## src/rtl/membus_pkg.sv

```systemverilog
// rtl/membus_pkg.sv - shared encodings for the CPU/DMA memory bus arbiter
package membus_pkg;

  typedef enum logic [1:0] {
    ST_IDLE   = 2'd0,
    ST_ACCESS = 2'd1,
    ST_ACK    = 2'd2
  } state_t;

  localparam logic REQ_CPU = 1'b0;
  localparam logic REQ_DMA = 1'b1;

endpackage

```

## src/rtl/membus_arbiter.sv

```systemverilog
// rtl/membus_arbiter.sv - round-robin CPU/DMA arbiter for the shared 8-bit memory bus
module membus_arbiter
  import membus_pkg::*;
#(
  parameter int unsigned WAIT_STATES = 1,
  parameter int unsigned LOCK_MAX    = 4
) (
  input  logic        clk,
  input  logic        rst,
  input  logic        cpu_req,
  input  logic        cpu_lock,
  input  logic        cpu_we,
  input  logic [15:0] cpu_addr,
  input  logic [7:0]  cpu_wdata,
  output logic        cpu_gnt,
  output logic        cpu_ack,
  input  logic        dma_req,
  input  logic        dma_we,
  input  logic [15:0] dma_addr,
  input  logic [7:0]  dma_wdata,
  output logic        dma_gnt,
  output logic        dma_ack,
  output logic [7:0]  rdata,
  output logic        mem_en,
  output logic        mem_we,
  output logic [15:0] mem_addr,
  output logic [7:0]  mem_wdata,
  input  logic [7:0]  mem_rdata
);

  localparam logic [3:0] WS = 4'(WAIT_STATES);
  localparam logic [3:0] LM = 4'(LOCK_MAX);

  state_t     state;
  logic [3:0] wcnt;
  logic       owner;
  logic       last_winner;
  logic       lock_active;
  logic [3:0] lock_cnt;
  logic       win;

  // A held lock keeps the CPU ahead until lock_cnt reaches LOCK_MAX, then plain round-robin resumes.
  always_comb begin
    win = REQ_CPU;
    if (cpu_req && dma_req) begin
      if (lock_active && lock_cnt < LM) win = REQ_CPU;
      else win = (last_winner == REQ_CPU) ? REQ_DMA : REQ_CPU;
    end else if (dma_req) begin
      win = REQ_DMA;
    end
  end

  always_ff @(posedge clk) begin
    if (rst) begin
      state       <= ST_IDLE;
      wcnt        <= 4'd0;
      owner       <= REQ_CPU;
      last_winner <= REQ_DMA;
      lock_active <= 1'b0;
      lock_cnt    <= 4'd0;
      cpu_gnt     <= 1'b0;
      dma_gnt     <= 1'b0;
      cpu_ack     <= 1'b0;
      dma_ack     <= 1'b0;
      mem_en      <= 1'b0;
      mem_we      <= 1'b0;
      mem_addr    <= 16'h0000;
      mem_wdata   <= 8'h00;
      rdata       <= 8'h00;
    end else begin
      case (state)
        ST_IDLE: begin
          if (cpu_req || dma_req) begin
            owner       <= win;
            last_winner <= win;
            cpu_gnt     <= (win == REQ_CPU);
            dma_gnt     <= (win == REQ_DMA);
            mem_en      <= 1'b1;
            mem_we      <= (win == REQ_DMA) ? dma_we : cpu_we;
            mem_addr    <= (win == REQ_DMA) ? dma_addr : cpu_addr;
            mem_wdata   <= (win == REQ_DMA) ? dma_wdata : cpu_wdata;
            wcnt        <= WS;
            state       <= ST_ACCESS;
            // The locking grant itself counts, so LOCK_MAX is the total run of contested CPU grants.
            if (win == REQ_CPU) begin
              lock_active <= cpu_lock;
              if (!cpu_lock) lock_cnt <= 4'd0;
              else if (dma_req) lock_cnt <= lock_cnt + 4'd1;
            end else begin
              lock_cnt <= 4'd0;
            end
          end
        end
        ST_ACCESS: begin
          if (wcnt != 4'd0) begin
            wcnt <= wcnt - 4'd1;
          end else begin
            if (!mem_we) rdata <= mem_rdata;
            mem_en  <= 1'b0;
            mem_we  <= 1'b0;
            cpu_gnt <= 1'b0;
            dma_gnt <= 1'b0;
            cpu_ack <= (owner == REQ_CPU);
            dma_ack <= (owner == REQ_DMA);
            state   <= ST_ACK;
          end
        end
        ST_ACK: begin
          cpu_ack <= 1'b0;
          dma_ack <= 1'b0;
          state   <= ST_IDLE;
        end
        default: state <= ST_IDLE;
      endcase
    end
  end

endmodule

```

## config.mk

```make
export PLATFORM = sky130hd
export DESIGN_NAME = membus_arbiter
export DESIGN_NICKNAME = d
export VERILOG_FILES = /design/src/rtl/membus_pkg.sv /design/src/rtl/membus_arbiter.sv
export SDC_FILE = /design/constraint.sdc
export NUM_CORES = 1
export LEC_CHECK = 0
export ABC_AREA = 1
export ABC_CLOCK_PERIOD_IN_PS = 2700
export BUFFER_PORTS_ARGS = -buffer_cell sky130_fd_sc_hd__clkbuf_2
export CORE_MARGIN = 4
export CORE_UTILIZATION = 45
export CTS_CLUSTER_DIAMETER = 150
export DETAILED_ROUTE_END_ITERATION = 10
export PLACE_DENSITY = 0.72
export SLEW_MARGIN = 15
export SYNTH_ARGS = -nofsm -noshare
export SYNTH_HDL_FRONTEND = slang
export SYNTH_SLANG_ARGS = --single-unit
```

## constraint.sdc

```tcl
create_clock -name clk -period 2.7 [get_ports clk]
set_input_delay 0.54 -clock clk [delete_from_list [all_inputs] [get_ports clk]]
set_output_delay 0.54 -clock clk [all_outputs]
set_load 0.05 [all_outputs]
```

==> metrics.cfg <==
[worst_setup_path]
startpoint_type = flop
endpoint = mem_addr[11]
worstPathArrival_ns = 2.01
timing.reg2reg.setup_slack_ns = 0.95
crit_path_end_kind = flop
critPathLaunch = state[0]
r2r-end = mem_addr[11]
r2r_start = state[0]
worst-r2r-cell-count = 8
worstPathRequired_ns = 2.96
worstSetupPathType = reg2reg
cp_max_fo = 24

[finish]
fill_cells = 543
antenna_cells = 0
drive_gt1_frac = 0.2759
syn2layout_area_growth_pct = 24.26
nets = 500

[synthesis]
synthCells = 342
netlist_top_cells_area = dfxtp_1 42%, nand2_1 14%, nand3_1 10%
synthesis.area_mm2 = 0.002409
synth_adder_area_share = 0.01558
syn_avg_cell_area_um2 = 7.043
yosysMostFrequentCell = nand2_1
synth-edff-count = 0
synth_xor_area_frac = 0.003636
synth_common_cells = 88 x nand2_1, 51 x dfxtp_1, 50 x nand3_1
yosys.area.top_type_share = 0.4239
synth-seq-area-share = 0.4239
ys_types = 24
synthSimpleGateAreaFrac = 0.3771
synth-compound-area-share = 0.06545
yosys_register_bits = 51
ys_warn_count = 0
syn_nets = 408
synth_mux_area_frac = 0
yosys_most_used_dff = dfxtp_1
synth-async-reset-ratio = 0
synth_top_family_by_area = simple AND/OR/NAND/NOR gates
yosysTopAreaCell = dfxtp_1

[timing]
hold_violations = 0
fin_crit_sh = 0.6486
finalSetupTns_ns = 0
clock_skew_ns = 0.01006
period_minus_slack_ns = 1.751
worst_slack_ns = 0.9489
max_freq_mhz = 571.1
relSlewSlack = 0.4964
slew_violations = 0
tightest_slew_ns = 0.7527
rsz0062_at_grt = no
setup_violations = 0

[floorplan]
core_mm2 = 0.005140
pin_count = 101
start_util = 0.4686
rows = 26
fp.dieW_um = 81.16
die_h_um = 81.16
die_area_mm2 = 0.006587

[hold_path]
hold_class = in2reg
holdCritStartpoint = mem_rdata[6]

[placed_design]
port_buffers = 100
gp_congestion = 0.8556
pre_cts_ws_ns = 0.6487
hpwl_mm = 4.761

[power]
vdd_drop_max_uv = 454.3
leakage_nw = 1.658
power_density_mw_per_mm2 = 717.2
power_mw = 2.146

[global_routing]
grt_pass1_vias = 2318
grt_overflow = 0
grt_first_pass_wirelength_mm = 10.27
grt_max_degree = 29
antenna_found_initial = 0
grtUsageTotal = 0.1965

[clock_tree]
cts.sinks = 51
ctsResizeCount = 0
cts_tree = built
cts_made_buffers = 5
clk_pin_slew_ns = 0.10
clockRootBuffer = clkbuf_8
holdBufCountCts = 0
cts_setup_buffers = 0
htree_levels = 2
clock_path_buffers = 2
clk_latency_ns = 0.31

[routing]
wl_per_cell_um = 12.52
postRouteAntennaNets = 0
viasPerCell = 5.030
drtPass1Iterations = 4
drc = 0
wl_mm = 6.325
drtIter0Drc = 103
vias = 2540

[job]
cap_violations = 0

[outcome]
status = completed

[cells in the final DEF (no fill, tap or decap), types with 2 or more instances in the layout]
cell type and count:
nor2_4 2, dfxtp_1 51, clkbuf_2 100, o21ai_0 11, nor2_2 2, clkbuf_8 5, nand2_1 88, buf_4 6
inv_1 36, a21oi_1 13, nand4_1 26, nand3_1 50, ha_1 3, o211ai_1 2, nor2_1 30
[worst min path at each step]
stage	cells past startpoint	slack (ns)	endpoint
after CTS	3	0.43	rdata[6]
final	3	0.45	rdata[6]
after global placement	2	0.44	mem_addr[10]
after detailed placement	2	0.44	mem_addr[6]
after floorplan	2	0.44	wcnt[3]
after global routing	3	0.43	rdata[6]
[registers in the layout (all words and copies together), names as in the netlist]
register and flops:
mem_addr 16, mem_wdata 8, rdata 8, lock_cnt 4, wcnt 4, state 2
cpu_ack 1, cpu_gnt 1, dma_ack 1, dma_gnt 1, last_winner 1, lock_active 1
mem_en 1, mem_we 1, owner 1
[worst max-delay path: stages (launching register included)]
cell and delay (ns):
dfxtp_1 0.34, nor2_2 0.17, inv_1 0.09, nor2_4 0.39, buf_4 0.35, nand4_1 0.13, nand3_1 0.11, nand2_1 0.06
inv_1 0.06
[cells by family (layout without fill, tap and decap cells)]
group / after synthesis / after routing
AND/OR/NAND/NOR: 201 / 201
buffers and inverters: 57 / 150
flip-flops: 51 / 51
AO/OA/AOI/OAI: 29 / 29
adder cells (fa/ha/maj): 3 / 3
XOR/XNOR: 1 / 1
[routing by layer]
layer	GRT usage	vias up	part of all wire
met1	0.2480	1149	0.45
li1	-	1304	-
met5	0	-	0
met2	0.3202	81	0.46
met3	0.05765	6	0.081
met4	0.06588	0	0.012
[through the flow]
| step | instances | hold slack (ns) | util | cell area (um^2) |
|---|---|---|---|---|
| finish | 505 | 0.4453 | 0.5823 | 2993 |
| global route | 505 | 0.4321 | 0.5823 | 2993 |
| CTS | 505 | 0.4321 | 0.5823 | 2993 |
| detailed placement | 497 | 0.4380 | 0.5645 | 2902 |
| global placement | 497 | 0.4382 | 0.5645 | 2902 |
| floorplan | 342 | 0.4383 | - | 2409 |
[where the power goes]
group	internal (mW)	switching, mW	total (mW)
Combinational	0.213	0.578	0.791
Clock	0.186	0.260	0.446
Sequential	0.852	0.0577	0.910
[area by class of cell]
| type | instances | area [um^2] | area share |
|---|---|---|---|
| well taps | 70 | 87.58 | 0.02926 |
| clock inverters | 3 | 22.52 | 0.007525 |
| repair buffers | 106 | 545.5 | 0.1823 |
| clock buffers | 5 | 68.82 | 0.02299 |
| inverters | 36 | 135.1 | 0.04515 |
| flip-flops and latches | 51 | 1021 | 0.3411 |
| multi-input cells | 234 | 1112 | 0.3717 |
Note: power is estimated with default switching activity, not from simulation.
